## src/rtl/risc_pkg.sv

```systemverilog
// Shared types for the RISC memory arbiter: FSM state (which doubles as the
// bus owner), last-served flag encoding and the tie-break helper.
package risc_pkg;

   typedef enum logic [1:0] {
      IDLE = 2'd0,
      CPU  = 2'd1,
      LDR  = 2'd2
   } arb_state_t;

   localparam logic LAST_CPU = 1'b0;
   localparam logic LAST_LDR = 1'b1;

   // On a tie the requester that was not served last wins.
   function automatic arb_state_t arbitrate(input logic cpu_req,
                                            input logic ld_req,
                                            input logic last_served);
      if (cpu_req && ld_req) return (last_served == LAST_CPU) ? LDR : CPU;
      if (cpu_req)           return CPU;
      if (ld_req)            return LDR;
      return IDLE;
   endfunction

endpackage

```

## src/rtl/risc_mem_arbiter_counter.sv

```systemverilog
// Generic up-counter with synchronous clear, parallel load and count enable.
module Counter #(
   parameter int WIDTH = 4
) (
   input  logic             clk,
   input  logic             rst,
   input  logic             clear,
   input  logic             load,
   input  logic             enab,
   input  logic [WIDTH-1:0] din,
   output logic [WIDTH-1:0] count
);

   always_ff @(posedge clk or negedge rst) begin
      if (!rst)       count <= '0;
      else if (clear) count <= '0;
      else if (load)  count <= din;
      else if (enab)  count <= count + WIDTH'(1);
   end

endmodule

```

## src/rtl/risc_mem_arbiter.sv

```systemverilog
// Two-master (CPU single beats, loader bursts) arbiter for one shared memory port.
// Define RISC_ARB_RR_EN for round-robin tie-breaking; default is fixed CPU priority.
module risc_mem_arbiter
   import risc_pkg::*;
#(
   parameter int AWIDTH    = 5,
   parameter int DWIDTH    = 8,
   parameter int MAX_BURST = 8
) (
   input  logic              clk,
   input  logic              rst,
   input  logic              cpu_req,
   input  logic              cpu_wr,
   input  logic [AWIDTH-1:0] cpu_addr,
   input  logic [DWIDTH-1:0] cpu_wdata,
   output logic              cpu_gnt,
   output logic              cpu_stall,
   output logic [DWIDTH-1:0] cpu_rdata,
   input  logic              ld_req,
   input  logic              ld_wr,
   input  logic              ld_last,
   input  logic [AWIDTH-1:0] ld_addr,
   input  logic [DWIDTH-1:0] ld_wdata,
   output logic              ld_gnt,
   output logic [DWIDTH-1:0] ld_rdata,
   output logic              mem_rd,
   output logic              mem_wr,
   output logic [AWIDTH-1:0] mem_addr,
   output logic [DWIDTH-1:0] mem_wdata,
   input  logic [DWIDTH-1:0] mem_rdata
);

   localparam int CW = $clog2(MAX_BURST) + 1;
   localparam logic [CW-1:0] LAST_CNT = CW'(MAX_BURST - 1);

   arb_state_t    state;
   arb_state_t    next_state;
   arb_state_t    arb_win;
   logic [CW-1:0] beat_cnt;
   logic          ld_beat;
   logic          last_beat;
   logic          ldr_entry;

   // beat_cnt holds beats already done, so LAST_CNT marks the MAX_BURST-th beat.
   assign ld_beat   = (state == LDR) && ld_req;
   assign last_beat = ld_last || (beat_cnt == LAST_CNT);
   assign ldr_entry = (next_state == LDR) && (state != LDR);

   Counter #(.WIDTH(CW)) u_beat_counter (
      .clk   (clk),
      .rst   (rst),
      .clear (ldr_entry),
      .load  (1'b0),
      .enab  (ld_beat),
      .din   (CW'(0)),
      .count (beat_cnt)
   );

`ifdef RISC_ARB_RR_EN
   logic last_served;

   always_ff @(posedge clk or negedge rst) begin
      if (!rst)                   last_served <= LAST_CPU;
      else if (next_state == CPU) last_served <= LAST_CPU;
      else if (next_state == LDR) last_served <= LAST_LDR;
   end

   assign arb_win = arbitrate(cpu_req, ld_req, last_served);
`else
   // Pretending the loader was always served last makes the CPU win every tie.
   assign arb_win = arbitrate(cpu_req, ld_req, LAST_LDR);
`endif

   always_ff @(posedge clk or negedge rst) begin
      if (!rst) state <= IDLE;
      else      state <= next_state;
   end

   // A released loader never regrabs the bus directly; it re-arbitrates from IDLE.
   always_comb begin
      next_state = state;
      case (state)
         IDLE, CPU: next_state = arb_win;
         LDR:       if (!ld_req || last_beat) next_state = cpu_req ? CPU : IDLE;
         default:   next_state = IDLE;
      endcase
   end

   always_comb begin
      cpu_gnt   = 1'b0;
      ld_gnt    = 1'b0;
      mem_rd    = 1'b0;
      mem_wr    = 1'b0;
      mem_addr  = '0;
      mem_wdata = '0;
      cpu_rdata = '0;
      ld_rdata  = '0;
      case (state)
         CPU: begin
            cpu_gnt   = 1'b1;
            mem_rd    = cpu_req & ~cpu_wr;
            mem_wr    = cpu_req & cpu_wr;
            mem_addr  = cpu_addr;
            mem_wdata = cpu_wdata;
            cpu_rdata = mem_rdata;
         end
         LDR: begin
            ld_gnt    = 1'b1;
            mem_rd    = ld_req & ~ld_wr;
            mem_wr    = ld_req & ld_wr;
            mem_addr  = ld_addr;
            mem_wdata = ld_wdata;
            ld_rdata  = mem_rdata;
         end
         default: ;
      endcase
   end

   assign cpu_stall = cpu_req & ~cpu_gnt;

endmodule

```

## config.mk

```make
export PLATFORM = sky130hd
export DESIGN_NAME = risc_mem_arbiter
export DESIGN_NICKNAME = d
export VERILOG_FILES = /design/src/rtl/risc_pkg.sv /design/src/rtl/risc_mem_arbiter_counter.sv /design/src/rtl/risc_mem_arbiter.sv
export SDC_FILE = /design/constraint.sdc
export NUM_CORES = 1
export LEC_CHECK = 0
export ABC_AREA = 1
export BUFFER_PORTS_ARGS = -buffer_cell sky130_fd_sc_hd__buf_4
export CAP_MARGIN = 10
export CELL_PAD_IN_SITES_DETAIL_PLACEMENT = 0
export CELL_PAD_IN_SITES_GLOBAL_PLACEMENT = 1
export CORE_MARGIN = 1.5
export CORE_UTILIZATION = 22
export CTS_CLUSTER_SIZE = 20
export DETAILED_ROUTE_END_ITERATION = 12
export PLACE_DENSITY_LB_ADDON = 0.1
export RECOVER_POWER = 50
export SLEW_MARGIN = 20
export SYNTH_ARGS = -nofsm -noshare
export SYNTH_HDL_FRONTEND = slang
export SYNTH_HIERARCHICAL = 1
export SYNTH_SLANG_ARGS = --single-unit
```

## constraint.sdc

```tcl
create_clock -name clk -period 1.9 [get_ports clk]
set_input_delay 0.285 -clock clk [delete_from_list [all_inputs] [get_ports clk]]
set_output_delay 0.285 -clock clk [all_outputs]
set_load 0.005 [all_outputs]
```

# Yosys cells after proc, flatten, opt, wreduce, memory -nomap -nowiden
# Cells that the tools add are included.
# totals
out_inout_bits	34
regBits	6
# op_classes
eq_ne	5
n_bitwise	8
n_addsub	1
muxes	25
n_reduce_logical	9
# op_table
cell	n
$mux 8	2
$pmux 8 s2	1
$mux 2	7
$pmux 5 s2	1
$mux 1	9
$mux 4	2
$and 1x1->1	5
$add 4x1->4 const B	1
$eq 2x2->1 const B	2
$eq 4x3->1 const B	1
$pmux 1 s2	2
$pmux 2 s2	1
$logic_and 1x1->1	3
$not 1->1	3
$eq 2x1->1 const B	1
$logic_not 2->1	1
$logic_or 1x1->1	2
$ne 2x2->1 const B	1
$reduce_bool 2->1	1
$reduce_or 2->1	1
$logic_not 1->1	1

# Depth between registers and ports, before layout
# depth
depth_word	12
depth_mapped	11
mapped_depth_nobuf	11

# By module
# The synthesis kept the hierarchy.
# by_module_without_submodules
mod	cells_per_inst	area_per_inst_um2	n_inst
risc_mem_arbiter	118	583.1	1
Counter	32	249.0	1

# Worst setup path after synthesis
# No wires, ideal clock.
# synth_timing
kind	reg-to-reg
startpoint	register state[1]
endpoint	register u_beat_counter.count[2]
path_stages_with_launch	12
n_path_buf	1
arrival_time_ns	1.519
path_slack_ns	0.315
path_cell_list	dfrtp_1 -> inv_1 -> ha_1 -> buf_4 -> o211ai_1 -> o21ai_1 -> nand2_1 -> nor2_2 -> o21bai_2 -> nor2_1 -> o21ai_1 -> nand2_1
# synth_between
elab_chain_cells	6
word_cells_on_any_way	12
# synth_lines
element	line	source
start: declaration	risc_mem_arbiter.sv:36	arb_state_t state;
start signal: assignment	risc_mem_arbiter.sv:76	else state <= next_state;
$eq 2x1->1 or $logic_not 2->1 (tied branches)	risc_mem_arbiter.sv:82	case (state)
$reduce_or 2->1	risc_mem_arbiter.sv:82	
$pmux 2 s2	risc_mem_arbiter.sv:82	
$eq 2x2->1	risc_mem_arbiter.sv:47	assign ldr_entry = (next_state == LDR) && (state != LDR);
$logic_and 1x1->1 *	risc_mem_arbiter.sv:47	
via ldr_entry	risc_mem_arbiter.sv:42	logic ldr_entry;
$mux 4 or $reduce_bool 2->1 (tied branches)	-	
end signal: assignment	risc_mem_arbiter_counter.sv:17	else if (load) count <= din;
end signal: assignment	risc_mem_arbiter_counter.sv:18	else if (enab) count <= count + WIDTH'(1);
end: declaration	risc_mem_arbiter_counter.sv:11	output logic [WIDTH-1:0] count
# The timed path passes the listed nets; every way through them passes the cells marked *.
# A chain may end at the register's enable or synchronous reset.

# Final worst setup path
# layout_timing
startpoint	register state[1]
endpoint	output mem_rd
# layout_between
elab_chain_cells	2
word_cells_on_any_way	3
# layout_lines
element	line	source
$eq 2x2->1 or $eq 2x1->1 (tied branches)	risc_mem_arbiter.sv:98	case (state)
$pmux 1 s2 *	risc_mem_arbiter.sv:98	
end: declaration	risc_mem_arbiter.sv:26	output logic mem_rd,
# Every way passes the cells marked *; elsewhere a longest branch is shown, timed or not.

==> qor.log <==
[layout] top library cells by usage in the layout, fill and taps aside sky130_fd_sc_hd__buf_4, sky130_fd_sc_hd__nand2_1, sky130_fd_sc_hd__inv_1, sky130_fd_sc_hd__a21oi_1, sky130_fd_sc_hd__conb_1
[floorplan] DIE AREA 0.004160 mm^2
[global_routing] Overall Global Routing Usage 0.1337
[timing] number of hold violations in the final report 0
[run] max capacitance violation total 0
[logic_synthesis] Seq cells post-synth 6
[logic_synthesis] mean instance size in the synthesized netlist 5.547 um^2
[global_routing] busiest layer in global routing met2
[floorplan] die outline height 64.50 um
[critical_path] Data required, critical path 1620 ps
[global_routing] met3 usage 0.02083
[timing] Final Max Slew Viols 0
[clocking] CTS tree done
[timing] crit share post-route 0.9415
[drt] vias per std cell 4.063
[layout] Final Net Count 284
[logic_synthesis] share of synthesized area occupied by flip-flops and latches 0.1805
[placement] placer's final routability congestion estimate 0.7526
[critical_path] worst-path fanout max 10
[logic_synthesis] Syn Std Cell Area 832.0 um^2
[logic_synthesis] number of standard cells after synthesis 150
[placement] Post-Place Cell Area 0.001456 mm^2
[timing] fmax 559.0 MHz
[global_routing] number of global-route vias before repair 1,075
[drt] number of optimization iterations in the first detailed-route pass 4
[placement] dpl ws 199.8 ps
[drt] Routed WL 2904 um
[layout] Final Instance Area 0.001567 mm^2
[pwr] standby leakage power 0.0009267 uW
[floorplan] Top Ports 75
[clocking] htree depth 1
[critical_path] launching element type of the critical path flip-flop
[floorplan] area of the core 0.003633 mm^2
[pwr] Total Power 789.1 uW
[drt] number of antenna-violating nets in the routed design 0
[pwr] total power density per cell area 503.7 mW/mm^2
[logic_synthesis] post-synthesis cell type with the largest combined area sky130_fd_sc_hd__nand2_1
[logic_synthesis] Cell variety after synth 22
[timing] post-route setup slack 111.1 ps
[min_path] end point of the most critical hold path state[0]
[critical_path] type of the worst setup path flip-flop to output pin
[clocking] clock tree buffer depth 2
[critical_path] Reg-to-Reg End u_beat_counter/count[2]
[clocking] clock edge transition at the registers on the reported setup and hold paths 40 ps
[critical_path] sort of element at the end of the critical path output pin
[clocking] latest clock arrival within the worst-skew pair 220 ps
[drt] drt drc 0
[layout] number of diodes added for antenna fixing 0
[pwr] IR drop worst, VDD 441.2 uV
[placement] number of input and output port buffers inserted 74
[layout] P&R area growth vs syn 88.27%
[global_routing] global-route wire length before repair 4567 um
[logic_synthesis] Synth top area share 0.2752
[global_routing] grt met1 use 0.1712
[floorplan] die extent in x 64.50 um
[global_routing] met2 layer usage reported by global route 0.2266
[critical_path] worst r2r path cells 9
[timing] clock period minus worst slack 1789 ps
[timing] setup TNS 0 ps
[outcome] outcome finished, final reports clean
[drt] Wirelength per Cell 10.23 um
[timing] final hold slack 354.8 ps
[drt] starting DRC count in detailed routing 39
[clocking] Clock Sinks 6
[min_path] instance count along the most critical hold path 3
[floorplan] floorplan row count 22
[floorplan] starting utilization of the core area 0.2290
[placement] post-detail-place hpwl 2233 um
[global_routing] largest net degree at the start of global routing 19
[logic_synthesis] Yosys warnings 6
[layout] most common cell after layout, fill and taps aside sky130_fd_sc_hd__buf_4
[min_path] path type of the worst min-delay path input port to flip-flop
[drt] via count 1,154
[global_routing] Remaining Overflow, GRT 0
[min_path] start point of the worst min-delay path cpu_req
[critical_path] worst r2r src state[0]
[critical_path] crit path DAT 1500 ps
[clocking] cts bufs inserted 3
[global_routing] antenna violations before repair 0
[logic_synthesis] top post-synthesis cells by area sky130_fd_sc_hd__nand2_1, sky130_fd_sc_hd__dfrtp_1, sky130_fd_sc_hd__inv_1
[timing] setup clock skew after layout 0.1720 ps
[layout] share of layout cells above drive strength 1 0.4110
[timing] number of failing setup endpoints in the final timing report 0
[critical_path] worst setup slack for register-to-register paths 200 ps
[clocking] root buffer cell sky130_fd_sc_hd__clkbuf_8
cells in the mapped netlist:
cell type,n
sky130_fd_sc_hd__a21oi_1,15
sky130_fd_sc_hd__and2_1,1
sky130_fd_sc_hd__buf_2,2
sky130_fd_sc_hd__buf_4,4
sky130_fd_sc_hd__buf_6,1
sky130_fd_sc_hd__conb_1,1
sky130_fd_sc_hd__dfrtp_1,6
sky130_fd_sc_hd__ha_1,5
sky130_fd_sc_hd__inv_1,27
sky130_fd_sc_hd__inv_2,1
sky130_fd_sc_hd__nand2_1,61
sky130_fd_sc_hd__nand3_1,5
sky130_fd_sc_hd__nand4_1,1
sky130_fd_sc_hd__nor2_1,5
sky130_fd_sc_hd__nor2_2,3
sky130_fd_sc_hd__nor3_2,1
sky130_fd_sc_hd__o211ai_1,1
sky130_fd_sc_hd__o21ai_1,6
sky130_fd_sc_hd__o21bai_2,1
sky130_fd_sc_hd__o22ai_1,1
sky130_fd_sc_hd__or2_1,1
sky130_fd_sc_hd__xor2_1,1
logic make-up after synthesis:
kind of cell	Yosys count	share of synthesized area
other	1	0.004507
xor gates and xnor gates	1	0.01053
buffers and inverters	35	0.1880
adders and majority gates	5	0.07519
DFF	6	0.1804
AOI/OAI and AO/OA	24	0.1564
and+or+nand+nor	78	0.3850
registers in the layout, indices dropped and copies added, names as in the netlist:
register / count
state: 2
u_beat_counter/count: 4
timing repair:
| action | in CTS | in global routing |
|---|---|---|
| setup buffers | 0 | 2 |
| setup endpoints to repair | 1 | 15 |
| cloned | 0 | 1 |
| resized for setup | 2 | 11 |
| hold buffers | 1 | 0 |
| hold endpoints to repair | 6 | 0 |
where the power goes:
part	internal (uW)	switching (uW)	leakage, uW
Combinational	220	200	0.000832
Clock	136	53.9	0.0000216
Sequential	150	28.3	0.0000735
per-stage QoR:
stage | util | std cells
6_report | 0.4311 | 284
5_1_grt | 0.4311 | 284
4_1_cts | 0.4156 | 281
3_5_place_dp | 0.4008 | 277
3_3_place_gp | 0.4008 | 277
2_1_floorplan | - | 158
worst max-delay path by stage:
stage	cells past startpoint	slack [ps]	from	to
after floorplan	11	320	state[1]	u_beat_counter/count[2]
after global placement	8	260	state[0]	mem_wr
after detailed placement	8	200	state[0]	mem_wr
after CTS	8	30	state[0]	mem_wr
after global routing	7	-7	state[1]	mem_rd
final	7	110	state[1]	mem_rd
final cells by class:
cell class / instances / area [um^2]
multi-input combinational: 117 / 583.1
tap: 48 / 60.06
clock buffer: 3 / 41.29
sequential: 6 / 151.4
fill: 388 / 2067
timing repair buffer: 81 / 614.3
timing repair inverter: 1 / 7.507
inverter: 28 / 108.9
routing by layer:
layer  vias up  routed length (um)
met5         -                   0
met4         0                  23
met2        46                1336
met3         4                 232
li1        617                   -
met1       487                1312
worst max-delay path, cell delays in order (launching register included):
cell and delay [ps]:
sky130_fd_sc_hd__dfrtp_2 430, sky130_fd_sc_hd__inv_2 100, sky130_fd_sc_hd__ha_2 220, sky130_fd_sc_hd__buf_6 150, sky130_fd_sc_hd__nand2_1 50, sky130_fd_sc_hd__o22ai_1 80, sky130_fd_sc_hd__and2_1 140, sky130_fd_sc_hd__buf_4 100
Power figures use the tool's default switching activity.
